### src/rtl/seq_divider.sv
// Sequential signed divider: restoring division on operand magnitudes,
// one quotient bit per clock, with start/ready request and valid/ack result handshakes.
module seq_divider #(
    parameter int WIDTH = 16
) (
    input  logic             clk,
    input  logic             rst_n,
    input  logic             clear,
    input  logic             start,
    input  logic [WIDTH-1:0] dividend,
    input  logic [WIDTH-1:0] divisor,
    input  logic             ack,
    output logic             ready,
    output logic             busy,
    output logic             valid_out,
    output logic [WIDTH-1:0] quotient,
    output logic [WIDTH-1:0] remainder,
    output logic             div_by_zero
);

    localparam int CW = (WIDTH > 1) ? $clog2(WIDTH) : 1;

    typedef enum logic [1:0] {
        IDLE,
        CALC,
        FIX,
        DONE
    } state_t;

    state_t           state_q;
    logic [WIDTH-1:0] a_q;
    logic [WIDTH-1:0] q_q;
    logic [WIDTH-1:0] m_q;
    logic [CW-1:0]    count_q;
    logic             signQuot_q;
    logic             signRem_q;
    logic [WIDTH-1:0] quotient_q;
    logic [WIDTH-1:0] remainder_q;
    logic             divByZero_q;

    logic [WIDTH-1:0] dividendMag;
    logic [WIDTH-1:0] divisorMag;
    logic [WIDTH:0]   shifted;
    logic [WIDTH:0]   trial;
    logic [WIDTH-1:0] a_d;
    logic [WIDTH-1:0] q_d;

    // Magnitudes and one restoring step: shift {A,Q} left, trial-subtract M, keep the result if non-negative.
    // A always stays below M (at most 2^(WIDTH-1)), so it is stored in WIDTH bits; the extra sign bit exists only in the trial.
    always_comb begin
        dividendMag = dividend[WIDTH-1] ? (~dividend + 1'b1) : dividend;
        divisorMag  = divisor[WIDTH-1]  ? (~divisor + 1'b1)  : divisor;
        shifted     = {a_q, q_q[WIDTH-1]};
        trial       = shifted - {1'b0, m_q};
        a_d         = shifted[WIDTH-1:0];
        q_d         = {q_q[WIDTH-2:0], 1'b0};
        if (!trial[WIDTH]) begin
            a_d    = trial[WIDTH-1:0];
            q_d[0] = 1'b1;
        end
    end

    // Control FSM and datapath registers; clear aborts to IDLE with everything zeroed.
    always_ff @(posedge clk or negedge rst_n) begin
        if (!rst_n) begin
            state_q     <= IDLE;
            a_q         <= '0;
            q_q         <= '0;
            m_q         <= '0;
            count_q     <= '0;
            signQuot_q  <= 1'b0;
            signRem_q   <= 1'b0;
            quotient_q  <= '0;
            remainder_q <= '0;
            divByZero_q <= 1'b0;
        end else if (clear) begin
            state_q     <= IDLE;
            a_q         <= '0;
            q_q         <= '0;
            m_q         <= '0;
            count_q     <= '0;
            signQuot_q  <= 1'b0;
            signRem_q   <= 1'b0;
            quotient_q  <= '0;
            remainder_q <= '0;
            divByZero_q <= 1'b0;
        end else begin
            case (state_q)
                IDLE: begin
                    if (start) begin
                        if (divisor == '0) begin
                            quotient_q  <= '1;
                            remainder_q <= dividend;
                            divByZero_q <= 1'b1;
                            state_q     <= DONE;
                        end else begin
                            q_q        <= dividendMag;
                            m_q        <= divisorMag;
                            a_q        <= '0;
                            count_q    <= '0;
                            signQuot_q <= dividend[WIDTH-1] ^ divisor[WIDTH-1];
                            signRem_q  <= dividend[WIDTH-1];
                            state_q    <= CALC;
                        end
                    end
                end
                CALC: begin
                    a_q     <= a_d;
                    q_q     <= q_d;
                    count_q <= count_q + CW'(1);
                    if (count_q == CW'(WIDTH - 1)) begin
                        state_q <= FIX;
                    end
                end
                FIX: begin
                    quotient_q  <= signQuot_q ? (~q_q + 1'b1) : q_q;
                    remainder_q <= signRem_q ? (~a_q + 1'b1) : a_q;
                    divByZero_q <= 1'b0;
                    state_q     <= DONE;
                end
                DONE: begin
                    if (ack) begin
                        state_q <= IDLE;
                    end
                end
                default: begin
                    state_q <= IDLE;
                end
            endcase
        end
    end

    assign ready       = (state_q == IDLE);
    assign busy        = (state_q == CALC) || (state_q == FIX);
    assign valid_out   = (state_q == DONE);
    assign quotient    = quotient_q;
    assign remainder   = remainder_q;
    assign div_by_zero = divByZero_q;

endmodule

### config.mk
export PLATFORM = sky130hd
export DESIGN_NAME = seq_divider
export DESIGN_NICKNAME = d
export VERILOG_FILES = /design/src/rtl/seq_divider.sv
export SDC_FILE = /design/constraint.sdc
export NUM_CORES = 1
export LEC_CHECK = 0
export CAP_MARGIN = 15
export CELL_PAD_IN_SITES_DETAIL_PLACEMENT = 0
export CELL_PAD_IN_SITES_GLOBAL_PLACEMENT = 2
export CORE_UTILIZATION = 34
export DETAILED_ROUTE_END_ITERATION = 16
export PLACE_DENSITY = 0.82
export SETUP_SLACK_MARGIN = 0.5
export SLEW_MARGIN = 10
export SYNTH_ARGS = -nofsm -noshare
export SYNTH_HDL_FRONTEND = slang
export SYNTH_SLANG_ARGS = --single-unit
### constraint.sdc
create_clock -name clk -period 4.3 [get_ports clk]
set_clock_uncertainty 0.2 [all_clocks]
set_input_delay 0.645 -clock clk [delete_from_list [all_inputs] [get_ports clk]]
set_output_delay 0.645 -clock clk [all_outputs]
set_load 0.03 [all_outputs]
Yosys cells after proc, flatten, opt, wreduce, memory -nomap -nowiden
Index checks and enable logic that the tools add are counted.
Word-level totals
  input port bits: 37
  register bits after elaboration: 89
  logic and storage cells: 90
Cells by class
  reduce and logical (&&, ||, !) cells: 11
  bitwise operators: 5
  multiplexer cells: 48
  add/sub/neg operators: 6
  equal/unequal tests: 10
Operators with widths (count)
  $mux W16: 21
  $pmux W16 S2: 4
  $add A16 B1 Y16 const B: 4
  $not A16 Y16: 4
  $sub A17 B16 Y17: 1
  $logic_not A16 Y1: 1
  $mux W1: 12
  $mux W4: 3
  $ne A3 B3 Y1 const B: 4
  $reduce_and A3 Y1: 4
  $mux W2: 5
  $pmux W2 S4: 1
  $pmux W4 S2: 1
  $reduce_bool A3 Y1: 2
  $add A4 B1 Y4 const B: 1
  $eq A2 B2 Y1 const B: 2
  $eq A4 B4 Y1 const B: 1
  $reduce_bool A2 Y1: 2
  $ne A3 B2 Y1 const B: 1
  $eq A2 B1 Y1 const B: 1
  $logic_not A2 Y1: 1
  $ne A2 B2 Y1 const B: 1
  $pmux W1 S2: 1
  $logic_or A1 B1 Y1: 1
  $xor A1 B1 Y1: 1

Longest topological paths before layout
  word-level depth: 7
  depth in mapped cells: 11
  gate-level depth less buffers: 10

Worst setup path before layout
No wires, ideal clock.
  kind: in2reg
  start point: input port divisor[10]
  end point: register count_q[3]
  path buffers: 0
  arrival time: 2.824 ns
  library setup time: 0.083 ns
  slack: 1.194 ns
  stages: 6
  cells stage by stage: or4_1 -> or3_1 -> nor4b_4 -> nor2_2 -> or4b_2 -> o21ai_0
Between the ends
  cells in the longest elaborated chain, start to end: 3
Ends and longest elaborated chain
  from (decl): RTL line 11  | input logic [WIDTH-1:0] divisor,
  $logic_not A16 Y1: RTL line 91  | if (divisor == '0) begin
  $ne A3 B3 Y1 (no line)
  $reduce_and A3 Y1 (no line)
  to (signal assigned): RTL line 110  | count_q <= count_q + CW'(1);
  to (decl): RTL line 34  | logic [CW-1:0] count_q;
Every way passes these cells.
A chain may end at the register's enable or synchronous reset.

Worst setup path after layout
  start point: input port divisor[9]
  end point: register a_q[1]
Between the ends
  cells in the longest elaborated chain, start to end: 3
Ends and longest elaborated chain
  $logic_not A16 Y1: RTL line 91
  $ne A3 B3 Y1 (no line)
  $reduce_and A3 Y1 (no line)
  to (signal assigned): RTL line 78  | a_q <= '0;
  to (signal assigned): RTL line 99  | a_q <= '0;
  to (signal assigned): RTL line 108  | a_q <= a_d;
  to (decl): RTL line 31  | logic [WIDTH-1:0] a_q;
Every way passes these cells.

==> impl_metrics.json <==
{
  "status": "completed",
  "syn2layout_area_growth_pct": 20.83,
  "drt-pass1-iter-count": 5,
  "antenna-diode-count": 0,
  "intPower_uw": 3052,
  "seqPwrFrac": 0.250,
  "cts_buffers": 9,
  "die_area_um2": 18520,
  "worstMarginPinSlew_ps": 935.4,
  "ys_seq_area_frac": 0.3643,
  "clockPowerShare": 0.150,
  "slew_viol_final": 0,
  "peakVddDrop_mv": 0.2899,
  "first_global_vias": 5264,
  "synth_nets": 787,
  "worstSetupPathType": "in -> reg",
  "cap_violations": 0,
  "die_w_um": 136.1,
  "cts_max_level": 3,
  "drc": 0,
  "r2r_slack_ps": 930,
  "rsz0062_at_grt": "false",
  "cts.sinks": 89,
  "grt_usage": 0.1861,
  "grt_max_degree": 72,
  "port_buffers": 72,
  "layout-drive-gt1-share": 0.05000,
  "post_cts_buffers": 0,
  "regArea_um2": 2227,
  "num_rows": 48,
  "cts_buffer_depth": 2,
  "multi_input_area_um2": 3612,
  "syn_inst": 723,
  "yosys.cell_count.top_type": "dfrtp_1",
  "powerDensity_nw_per_um2": 785.0,
  "chipHeight_um": 136.1,
  "cts_resized": 0,
  "synth_top_area_cell": "dfrtp_1",
  "antenna_found_initial": 0,
  "ioPinCount": 73,
  "clock-root-buffer": "clkbuf_16",
  "grt_pass1_wl_mm": 26.94,
  "p_leak_uw": 0.003330,
  "required_ps": 4330,
  "viasPerCell": 5.419,
  "period_share": 0.8082,
  "ys_types": 57,
  "dr_total_vias": 5446,
  "dp_hpwl_mm": 12.47,
  "insertion_delay_ps": 350,
  "synth_area_um2": 6113,
  "p_comb_frac": 0.600,
  "synthTopCellsByCount": "89 x dfrtp_1, 86 x nand2_1, 61 x o21ai_0, 55 x nor2_1, 46 x xor2_1",
  "gr-total-overflow": 0,
  "synth.top_cell.area_share": 0.3643,
  "synth_edf_count": 0,
  "setup_tns_ps": 0,
  "swShare": 0.4736,
  "initial_core_util": 0.3510,
  "syn_avg_cell_area_um2": 8.456,
  "finalHoldViolCount": 0,
  "cts.clk_slew.worst_paths_ps": 60,
  "relSlewSlack": 0.3764,
  "ys_ff_latch": 89,
  "wirelength_mm": 16.25,
  "power.switching_uw": 2747,
  "wl_per_cell_um": 16.16,
  "synth.area.top_cells": "dfrtp_1 36%, xor2_1 6.6%, ha_1 5.3%",
  "synthArstFlopShare": 1.000,
  "synth_ff_type": "dfrtp_1",
  "nFillCells": 1739,
  "cp_max_fo": 9,
  "yosys_warnings": 0,
  "fmax_ghz": 0.2878,
  "gp_congestion": 0.8692,
  "core_um2": 17420,
  "setup_viol": 0,
  "holdBufCountCts": 0,
  "fin_crit_ps": 3475,
  "initialDrtViolationCount": 286,
  "endpoint_kind": "register",
  "crit_arrival_ps": 3510,
  "power.total_uw": 5799,
  "ant_nets": 0,
  "startpoint_type": "input port",
  "nets": 839,
  "tritoncts": "built",
  "hp-class": "in -> async"
}
==> cells in the final DEF, fill, tap and decap left out, types with 4 or more instances in the layout <==
| master | count |
|---|---|
| a211oi_1 | 19 |
| a21o_1 | 24 |
| a21oi_1 | 42 |
| a22o_1 | 4 |
| a32oi_1 | 7 |
| buf_4 | 14 |
| clkbuf_16 | 9 |
| clkdlybuf4s50_1 | 70 |
| dfrtp_1 | 89 |
| ha_1 | 26 |
| inv_1 | 33 |
| mux2i_1 | 13 |
| nand2_1 | 86 |
| nand2b_1 | 8 |
| nand3_1 | 28 |
| nand4_1 | 9 |
| nor2_1 | 55 |
| nor2b_1 | 6 |
| nor3_1 | 11 |
| o211ai_1 | 4 |
| o21ai_0 | 61 |
| o31ai_1 | 27 |
| o41ai_1 | 4 |
| or3_1 | 9 |
| xnor2_1 | 20 |
| xor2_1 | 46 |
==> layout make-up <==
| cell class | count | area share |
|---|---|---|
| repair buffers | 85 | 0.1098 |
| well taps | 225 | 0.03811 |
| clock inverters | 4 | 0.01016 |
| clock buffers | 12 | 0.03472 |
| inverters | 33 | 0.01677 |
| flip-flops and latches | 89 | 0.3015 |
| multi-input cells | 557 | 0.4890 |
==> power by group through the flow <==
stage / Clock, uW / Combinational (uW) / Sequential, uW
after global routing: 925 / 3840 / 1500
after CTS: 895 / 3500 / 1450
after floorplan: 0 / 2230 / 1620
after global placement: 0 / 3460 / 1450
final: 872 / 3480 / 1450
after detailed placement: 0 / 3490 / 1460
==> metrics by stage <==
stage                     utilization  worst slack [ps]  std cells  hold WS [ps]  instance area (um2)
final                          0.4241             824.9       1005         223.4                 7387
after floorplan                     -              1194        723         149.4                 6113
after detailed placement       0.4051             461.5        989         264.6                 7056
after global routing           0.4241             689.8       1005         304.3                 7387
after global placement         0.4051             511.9        989         258.4                 7056
after CTS                      0.4241             826.9       1005         279.0                 7387
==> flip-flops by register name (all words and copies together) (netlist names) <==
register,flops
signQuot_q,1
remainder,16
signRem_q,1
q_q,16
m_q,16
quotient,16
count_q,4
a_q,16
div_by_zero,1
state_q,2
==> worst max-delay path: stages <==
cell             delay (ps)
clkdlybuf4s50_1         460
or4_1                   560
or3_1                   410
nor4b_4                 360
buf_4                   210
o21a_1                  160
nand2b_1                330
nor3_1                   90
a211o_1                 270
==> logic make-up after synthesis <==
kind of cell / synth area share
adders and majority gates: 0.05649
AOI/OAI and AO/OA: 0.2309
and+or+nand+nor: 0.1819
DFF: 0.3643
muxes: 0.02313
buffers and inverters: 0.04871
xor gates and xnor gates: 0.09456
==> final timing paths <==
kind,startpoint,depth (start not counted),to
max reg2reg,q_q[15]$_DFFE_PN0P_,11,a_q[1]$_DFFE_PN0P_
min in group clk,quotient[0]$_DFFE_PN0P_,1,quotient[0]$_DFFE_PN0P_
min,rst_n,1,quotient[11]$_DFFE_PN0P_
max in group asynchronous,rst_n,2,remainder[6]$_DFFE_PN0P_
max,divisor[9],9,a_q[1]$_DFFE_PN0P_
min reg2reg,quotient[0]$_DFFE_PN0P_,1,quotient[0]$_DFFE_PN0P_
==> metal layers <==
metal	vias to the layer above	wire length [um]	global-route usage
met5	-	0	0
met4	0	203	0.05309
met3	13	604	0.02871
met2	114	7517	0.3051
met1	2622	7920	0.2519
li1	2697	-	-
Power figures use the tool's default switching activity.
